$ cat config.mk
export PLATFORM = sky130hd
export DESIGN_NAME = rr_mux_arbiter_flat
export DESIGN_NICKNAME = d
export VERILOG_FILES = /design/src/rtl/rr_mux_arbiter_pkg.sv /design/src/rtl/rr_mux_arbiter_if.sv /design/src/rtl/rr_mux_arbiter_pick.sv /design/src/rtl/rr_mux_arbiter.sv /design/src/flat_wrapper.sv
export SDC_FILE = /design/constraint.sdc
export NUM_CORES = 1
export LEC_CHECK = 0
export ABC_AREA = 1
export BUFFER_PORTS_ARGS = -buffer_cell sky130_fd_sc_hd__clkbuf_2
export CAP_MARGIN = 20
export CORE_MARGIN = 8
export CORE_UTILIZATION = 31
export CTS_CLUSTER_DIAMETER = 100
export CTS_CLUSTER_SIZE = 12
export DETAILED_ROUTE_END_ITERATION = 10
export PLACE_DENSITY = 0.57
export SLEW_MARGIN = 20
export SYNTH_ARGS = -nofsm -noshare
export SYNTH_HDL_FRONTEND = slang
export SYNTH_SLANG_ARGS = --single-unit
$ cat constraint.sdc
create_clock -name clk -period 4.4 [get_ports clk]
set_input_delay 0.88 -clock clk [delete_from_list [all_inputs] [get_ports clk]]
set_output_delay 0.88 -clock clk [all_outputs]
set_load 0.01 [all_outputs]
$ cat src/rtl/rr_mux_arbiter_pkg.sv
// Shared constants for the round-robin arbiter in front of the 16:1 single-bit mux.
// Holds requester count, select width, default hold limit and FSM encoding.
package rr_mux_arbiter_pkg;

    localparam int N            = 16;
    localparam int SEL_W        = 4;
    localparam int HOLD_MAX_DEF = 8;
    localparam int CNT_W        = 8;

    localparam logic [0:0] ST_IDLE = 1'b0;
    localparam logic [0:0] ST_BUSY = 1'b1;

    function automatic logic [N-1:0] onehot(input logic [SEL_W-1:0] idx);
        logic [N-1:0] vec;
        vec      = '0;
        vec[idx] = 1'b1;
        return vec;
    endfunction

endpackage

$ cat src/rtl/rr_mux_arbiter_if.sv
// Requester-side bundle of the arbiter: requests and release in, grant and mux select out.
// The arbiter uses the slave view; the requester side uses the master view.
interface rr_mux_arbiter_if;
    import rr_mux_arbiter_pkg::*;

    logic [N-1:0]     req;
    logic             done;
    logic [N-1:0]     grant;
    logic [SEL_W-1:0] sel;
    logic             busy;
    logic             timeout;

    modport master (
        output req,
        output done,
        input  grant,
        input  sel,
        input  busy,
        input  timeout
    );

    modport slave (
        input  req,
        input  done,
        output grant,
        output sel,
        output busy,
        output timeout
    );

endinterface

$ cat src/rtl/rr_mux_arbiter_pick.sv
// Combinational round-robin search: first set request at or above ptr, wrapping N-1 -> 0.
// Rotates req down by ptr, takes the lowest set bit, then adds ptr back (mod N).
module rr_pick
    import rr_mux_arbiter_pkg::*;
(
    input  logic [N-1:0]     req,
    input  logic [SEL_W-1:0] ptr,
    output logic             any,
    output logic [SEL_W-1:0] idx
);

    logic [2*N-1:0]   dbl;
    logic [N-1:0]     rot;
    logic [SEL_W-1:0] off;

    always_comb begin
        dbl = {req, req} >> ptr;
        rot = dbl[N-1:0];
        off = '0;
        // Scan downward so the lowest set bit wins.
        for (int i = N - 1; i >= 0; i--) begin
            if (rot[i]) begin
                off = SEL_W'(i);
            end
        end
        any = |req;
        idx = ptr + off;
    end

endmodule

$ cat src/rtl/rr_mux_arbiter.sv
// Round-robin arbiter sharing a 16:1 mux: one owner at a time, hold-time bounded,
// one idle turnaround cycle after every release.
module rr_mux_arbiter
    import rr_mux_arbiter_pkg::*;
#(
    parameter int HOLD_MAX = HOLD_MAX_DEF
) (
    input  logic             clk,
    input  logic             rst,
    rr_mux_arbiter_if.slave  bus
);

    logic [0:0]       state_q,   state_d;
    logic [N-1:0]     grant_q,   grant_d;
    logic [SEL_W-1:0] sel_q,     sel_d;
    logic             busy_q,    busy_d;
    logic             timeout_q, timeout_d;
    logic [SEL_W-1:0] ptr_q,     ptr_d;
    logic [CNT_W-1:0] cnt_q,     cnt_d;

    logic             pick_any;
    logic [SEL_W-1:0] pick_idx;
    logic             rel_owner;
    logic             rel_hold;

    rr_pick u_pick (
        .req (bus.req),
        .ptr (ptr_q),
        .any (pick_any),
        .idx (pick_idx)
    );

    // done or a dropped owner request releases without a timeout indication.
    assign rel_owner = bus.done | ~bus.req[sel_q];
    assign rel_hold  = (cnt_q == CNT_W'(HOLD_MAX - 1));

    always_comb begin
        state_d   = state_q;
        grant_d   = grant_q;
        sel_d     = sel_q;
        busy_d    = busy_q;
        timeout_d = 1'b0;
        ptr_d     = ptr_q;
        cnt_d     = cnt_q;

        case (state_q)
            ST_IDLE: begin
                if (pick_any) begin
                    state_d = ST_BUSY;
                    grant_d = onehot(pick_idx);
                    sel_d   = pick_idx;
                    busy_d  = 1'b1;
                    cnt_d   = '0;
                end
            end
            ST_BUSY: begin
                if (rel_owner || rel_hold) begin
                    state_d   = ST_IDLE;
                    grant_d   = '0;
                    busy_d    = 1'b0;
                    ptr_d     = sel_q + SEL_W'(1);
                    cnt_d     = '0;
                    timeout_d = rel_hold & ~rel_owner;
                end else begin
                    cnt_d = cnt_q + CNT_W'(1);
                end
            end
            default: begin
                state_d = ST_IDLE;
                grant_d = '0;
                busy_d  = 1'b0;
                cnt_d   = '0;
            end
        endcase
    end

    always_ff @(posedge clk) begin
        if (rst) begin
            state_q   <= ST_IDLE;
            grant_q   <= '0;
            sel_q     <= '0;
            busy_q    <= 1'b0;
            timeout_q <= 1'b0;
            ptr_q     <= '0;
            cnt_q     <= '0;
        end else begin
            state_q   <= state_d;
            grant_q   <= grant_d;
            sel_q     <= sel_d;
            busy_q    <= busy_d;
            timeout_q <= timeout_d;
            ptr_q     <= ptr_d;
            cnt_q     <= cnt_d;
        end
    end

    assign bus.grant   = grant_q;
    assign bus.sel     = sel_q;
    assign bus.busy    = busy_q;
    assign bus.timeout = timeout_q;

endmodule

$ cat src/flat_wrapper.sv
// flat-port wrapper written by rule: the top's interface ports become plain ports
module rr_mux_arbiter_flat import rr_mux_arbiter_pkg::*;
#(
    parameter int HOLD_MAX = HOLD_MAX_DEF
)
  (clk, rst, bus_req, bus_done, bus_grant, bus_sel, bus_busy, bus_timeout);
  rr_mux_arbiter_if bus_i ();
  input  logic clk;
  input  logic rst;
  input wire logic [$bits(bus_i.req)-1:0] bus_req;
  input wire logic [$bits(bus_i.done)-1:0] bus_done;
  output wire logic [$bits(bus_i.grant)-1:0] bus_grant;
  output wire logic [$bits(bus_i.sel)-1:0] bus_sel;
  output wire logic [$bits(bus_i.busy)-1:0] bus_busy;
  output wire logic [$bits(bus_i.timeout)-1:0] bus_timeout;
  assign bus_i.req = bus_req;
  assign bus_i.done = bus_done;
  assign bus_grant = bus_i.grant;
  assign bus_sel = bus_i.sel;
  assign bus_busy = bus_i.busy;
  assign bus_timeout = bus_i.timeout;
  rr_mux_arbiter #(.HOLD_MAX(HOLD_MAX)) u_core (.clk(clk), .rst(rst), .bus(bus_i));
endmodule
==> results of run 1 <==
-- cells in the mapped netlist (4+ instances only) --
library cell  instances
nand2_4               6
ha_1                  5
inv_2                 4
nand3_1              71
nor4_1                8
o21ai_0              22
dfxtp_1              35
nand2_2              10
nor2_1               28
nand2_1              98
nand3_2               6
buf_2                 6
inv_1                27
buf_4                 4
o21ai_1               8
a21oi_1              29
nand4_1              19
-- through the flow --
stage	area, um^2	utilization (%)	setup WS (ps)	cells	total power [uW]
detailed placement	3030	34.7	360	563	1800
finish	3110	35.6	614	571	2010
global route	3110	35.6	138	571	2240
global placement	3030	34.7	405	563	1780
floorplan	2780	-	789	428	1500
CTS	3110	35.6	641	571	2020
-- per-layer routing --
layer / global-route usage, % / part of all wire [%] / wire length, um / vias up
met5: 0 / 0 / 0 / -
met4: 3.06 / 1.3 / 101 / 0
met3: 2.16 / 3.8 / 303 / 14
met2: 21.9 / 49 / 3880 / 62
met1: 15.4 / 46 / 3590 / 1319
li1: - / - / - / 1543
-- layout make-up --
class	count	share of cell area [%]
Sequential cell	35	22.6
Inverter	34	4.35
Clock inverter	1	0.161
Multi-Input combinational cell	341	58.5
Clock buffer	7	2.46
Timing Repair Buffer	45	7.65
Tap cell	108	4.35
-- kinds of logic after synthesis --
logic type	after synthesis	share of synthesized area, %
AND/OR/NAND/NOR	254	45.5
buffers and inverters	52	9.49
flip-flops	35	25.2
adder cells (fa/ha/maj)	6	2.97
AO/OA/AOI/OAI	76	15.3
XOR/XNOR	5	1.57
-- registers in the layout (all words and copies together) (netlist names) --
| register | count |
|---|---|
| u_core.ptr_q | 4 |
| u_core.bus.timeout | 1 |
| u_core.bus.grant | 16 |
| u_core.state_q | 1 |
| u_core.bus.sel | 4 |
| u_core.cnt_q | 8 |
| u_core.bus.busy | 1 |
-- worst paths after layout --
kind / depth (start not counted) / slack (ps) / startpoint / end
setup / recovery: 26 / 610 / bus_req[8] / u_core.bus.grant[5]
hold / removal: 2 / 470 / u_core.bus.grant[8] / u_core.bus.grant[8]
hold reg to reg: 2 / 470 / u_core.bus.grant[8] / u_core.bus.grant[8]
setup reg to reg: 24 / 640 / u_core.ptr_q[1] / u_core.bus.grant[5]
-- where the power goes --
part           internal (uW)  total [uW]  switching (uW)
clock                    111         219             108
combinational            449        1320             873
sequential               379         471            91.7
total                    939        2010            1070
-- critical path: cells and delay by family --
kind	cells	cell delay, ps
buf+inv	2	220
fa+ha+maj	2	710
simple gates	19	1680
compound gates	3	490
==> metrics.csv, run 1 <==
stage,metric,value,unit
status,status,finished clean,
clock_tree,Clock Path Buffers,2,
die,Die Wd,111,um
sta,fin. max-slew vios,0,
finish,multi-input combinational cell area,1820,um^2
yosys,main flop type after synthesis,dfxtp_1,
yosys,async set-reset flop share out of synthesis,0,%
critical_path,Worst path max stage delay,490,ps
global_route,antenna violations before repair,0,
routing,Routed Antenna Nets,0,
yosys,Synth area leaders,"dfxtp_1, nand2_1, nand3_1",
clock_tree,clk slew on worst S/H paths,70,ps
sta,Tcrit/Tclk final,86.0,%
finish,area delta synth->final,11.7,%
yosys,mapped cell area,2780,um^2
sta,Worst-Margin Slew,605,ps
yosys,Syn Inst Count,428,
critical_path,crit path launch type,primary input,
die,# rows,34,
routing,mean routed wirelength per cell,13.8,um
sta,worst hold margin,469,ps
finish,fraction of layout cells with a size suffix above 1,18.1,%
sta,RSZ-0062 raised after global routing,no,
die,die area,12300,um^2
clock_tree,TritonCTS clock tree,built,
sta,fmax,264,MHz
global_route,All-Layer GR Usage,12.5,%
yosys,"area leader, netlist",dfxtp_1,
hold_path,worst hold path type,flip-flop to flip-flop,
placed_design,final estimated routing congestion in global placement,0.853,
critical_path,Setup CP Type,primary input to flip-flop,
finish,Post-layout nets,487,
die,Top-Level Pins,41,
global_route,vias in the first global route,2841,
sta,Sum Neg Setup Slack,0,ps
critical_path,WP data arrival,3990,ps
critical_path,Worst Setup End Kind,flip-flop,
yosys,Synth top area share,25.2,%
finish,most frequent cells in the layout,"nand2_1, nand3_1, clkbuf_2",
clock_tree,clk sinks,35,
placed_design,Buffers on Ports,40,
clock_tree,Root Buffer,clkbuf_8,
critical_path,CP Max Fanout,4,
routing,via count,2938,
die,Die Y-Extent,111,um
clock_tree,CTS buffer count,5,
yosys,"EDFF count, synth",0,
power_and_ir_drop,leakage power,0.00139,uW
sta,clk_skew,1.55,ps
sta,final-report hold violation count,0,
clock_tree,CTS Hold Bufs,0,
routing,DRT iter0 DRCs,156,
routing,First-pass DRT Iterations,4,
finish,number of diodes,0,
global_route,largest net degree at the start of global routing,28,
clock_tree,Clock Latency Late Sink,280,ps
placed_design,Detailed Place HPWL,6.26,mm
clock_tree,Post-CTS Setup Bufs,0,
critical_path,cell mode on critical path,nand2_1,
job,MaxCap Viol Count,0,
global_route,GRT Residual Overflow,0,
sta,Final setup viols,0,
yosys,Synth Warn #,0,
global_route,first-pass GRT wire length,13.4,mm
critical_path,Critical Path RT,4600,ps
power_and_ir_drop,PD cells,648,nW/um^2
power_and_ir_drop,worst vdd ir,0.000287,V
sta,final period demand of the worst path,3790,ps
die,Starting Density,31.9,%
yosys,register area share after synthesis,25.2,%
routing,Residual DRC,0,
routing,total wire length,7.88,mm
routing,via/cell ratio,5.15,
clock_tree,Resized cells post-CTS,0,
yosys,Post-Synthesis Net Count,453,
finish,filler cell count,939,
critical_path,CP max stage cell,fa_1,
clock_tree,H-tree Lvls,2,
yosys,number of distinct library cells after synthesis,43,
finish,Reg area,701,um^2
finish,"commonest non-fill, non-tap cell in the layout",nand2_1,
die,area of the core,8720,um^2
sta,slew margin rel.,59.5,%
yosys,Yosys reg bits,35,
yosys,syn avg cell area,6.50,um^2
Note: power is estimated with default switching activity, not from simulation.
==> run 2: changes to the inputs <==
--- a/config.mk
+++ b/config.mk
@@ -8,11 +8,13 @@
 export ABC_AREA = 1
 export BUFFER_PORTS_ARGS = -buffer_cell sky130_fd_sc_hd__clkbuf_2
 export CAP_MARGIN = 20
+export CORE_ASPECT_RATIO = 1.2
 export CORE_MARGIN = 8
 export CORE_UTILIZATION = 31
 export CTS_CLUSTER_DIAMETER = 100
 export CTS_CLUSTER_SIZE = 12
 export DETAILED_ROUTE_END_ITERATION = 10
+export GPL_ROUTABILITY_DRIVEN = 0
 export PLACE_DENSITY = 0.57
 export SLEW_MARGIN = 20
 export SYNTH_ARGS = -nofsm -noshare
==> metrics.csv, run 2 (synthesized netlist as in run 1, its figures left out) <==
stage,metric,value,unit
sta,clk_skew,8.71,ps
clock_tree,clk slew on worst S/H paths,70,ps
routing,Metal-1 WL,3.35,mm
critical_path,CP Max Fanout,12,
global_route,vias in the first global route,2916,
routing,mean routed wirelength per cell,13.8,um
power_and_ir_drop,Power Internal,949,uW
die,# rows,38,
clock_tree,CTS buffer count,5,
finish,multi-input combinational cell area,1820,um^2
power_and_ir_drop,total power,2050,uW
finish,filler cell count,971,
power_and_ir_drop,sw power,1100,uW
die,Die Wd,102,um
finish,Reg area,701,um^2
clock_tree,CTS Hold Bufs,0,
sta,fin. max-slew vios,0,
critical_path,R2R setup slack,510,ps
power_and_ir_drop,clock power share,11.5,%
job,MaxCap Viol Count,0,
die,die area,12300,um^2
critical_path,cell mode on critical path,nand2_1,
clock_tree,Clock Path Buffers,2,
die,Starting Density,31.3,%
sta,Sum Neg Setup Slack,0,ps
clock_tree,clk sinks,35,
finish,final std cells w/o fill,582,
sta,worst hold margin,465,ps
global_route,All-Layer GR Usage,13.4,%
critical_path,Worst Setup End Kind,flip-flop,
sta,RSZ-0062 raised after global routing,no,
finish,"commonest non-fill, non-tap cell in the layout",nand2_1,
sta,Worst-Margin Slew,618,ps
routing,routed length on met2,4.22,mm
die,Top-Level Pins,41,
routing,met3 wire length,296,um
finish,area delta synth->final,12.5,%
hold_path,worst hold path type,flip-flop to flip-flop,
critical_path,Setup CP Type,flip-flop to flip-flop,
power_and_ir_drop,leakage power,0.00139,uW
sta,Final setup viols,0,
routing,via/cell ratio,5.18,
placed_design,Detailed Place HPWL,6.24,mm
clock_tree,TritonCTS clock tree,built,
sta,final-report hold violation count,0,
clock_tree,Clock Latency Late Sink,280,ps
power_and_ir_drop,combinational fraction of design power,64.8,%
finish,Post-layout nets,487,
global_route,largest net degree at the start of global routing,28,
status,status,finished clean,
placed_design,Post-Place Cells,575,
sta,slew margin rel.,58.6,%
power_and_ir_drop,sw frac,53.6,%
die,Die Y-Extent,120,um
routing,via count,3014,
power_and_ir_drop,PD cells,655,nW/um^2
routing,DR top layer,met4,
critical_path,Worst path max stage delay,610,ps
clock_tree,Resized cells post-CTS,0,
clock_tree,H-tree Lvls,2,
routing,First-pass DRT Iterations,4,
power_and_ir_drop,worst vdd ir,0.000250,V
global_route,antenna violations before repair,0,
routing,total wire length,8.03,mm
sta,Tcrit/Tclk final,88.4,%
critical_path,CP max stage cell,dfxtp_1,
global_route,GRT Residual Overflow,0,
routing,Residual DRC,0,
finish,max reg flops,16,
finish,number of diodes,0,
routing,DRT iter0 DRCs,174,
sta,"Worst Setup Slack, final",509,ps
critical_path,crit path launch type,flip-flop,
die,area of the core,8890,um^2
sta,final period demand of the worst path,3890,ps
finish,most frequent cells in the layout,"nand2_1, nand3_1, clkbuf_2",
critical_path,Critical Path RT,4600,ps
finish,fraction of layout cells with a size suffix above 1,18.4,%
clock_tree,Root Buffer,clkbuf_8,
global_route,first-pass GRT wire length,13.5,mm
placed_design,Place WS,294,ps
power_and_ir_drop,Flop pwr share,23.7,%
critical_path,WP data arrival,4090,ps
placed_design,Buffers on Ports,40,
clock_tree,Post-CTS Setup Bufs,0,
routing,Routed Antenna Nets,0,
sta,fmax,257,MHz
-- run 2: cell count changes in the layout (fill, tap and decap cells not counted) --
cell and delta:
clkbuf_1 -2, clkbuf_8 +1
-- run 2: layout make-up --
class	instances	share of cell area (%)
inverters	34	4.32
well taps	120	4.80
multi-input cells	341	58.1
flip-flops and latches	35	22.4
clock inverters	1	0.160
clock buffers	6	2.64
repair buffers	45	7.60
-- run 2: worst max-delay path, delay by kind of cell, from the launching register on --
| kind | cells | cell delay [ps] |
|---|---|---|
| AND/OR/NAND/NOR | 22 | 1880 |
| adder cells (fa/ha/maj) | 2 | 710 |
| flip-flops | 1 | 610 |
| buffers and inverters | 2 | 320 |
| AO/OA/AOI/OAI | 2 | 310 |
-- run 2: worst paths after layout --
kind	startpoint	end	depth (start not counted)
max	u_core.ptr_q[0]	u_core.bus.grant[9]	28
min	u_core.bus.grant[2]	u_core.bus.grant[2]	2
max reg2reg	u_core.ptr_q[0]	u_core.bus.grant[9]	28
min reg2reg	u_core.bus.grant[2]	u_core.bus.grant[2]	2
-- run 2: per-layer routing --
| metal | up-vias | global-route usage (%) |
|---|---|---|
| met3 | 14 | 2.09 |
| met2 | 62 | 24.3 |
| li1 | 1544 | - |
| met5 | - | 0 |
| met1 | 1394 | 15.0 |
| met4 | 0 | 4.97 |
-- run 2: stage by stage --
stage	utilization (%)	area (um^2)
detailed placement	34.2	3040
finish	35.2	3130
global placement	34.2	3040
CTS	35.2	3130
floorplan	-	2780
global route	35.2	3130
-- run 2: power groups by stage --
stage                     Sequential (uW)  Combinational (uW)  Clock, uW
after detailed placement              489                1320          0
after global placement                490                1310          0
after CTS                             482                1330        244
after floorplan                       447                1060          0
after global routing                  495                1510        257
final                                 485                1330        236
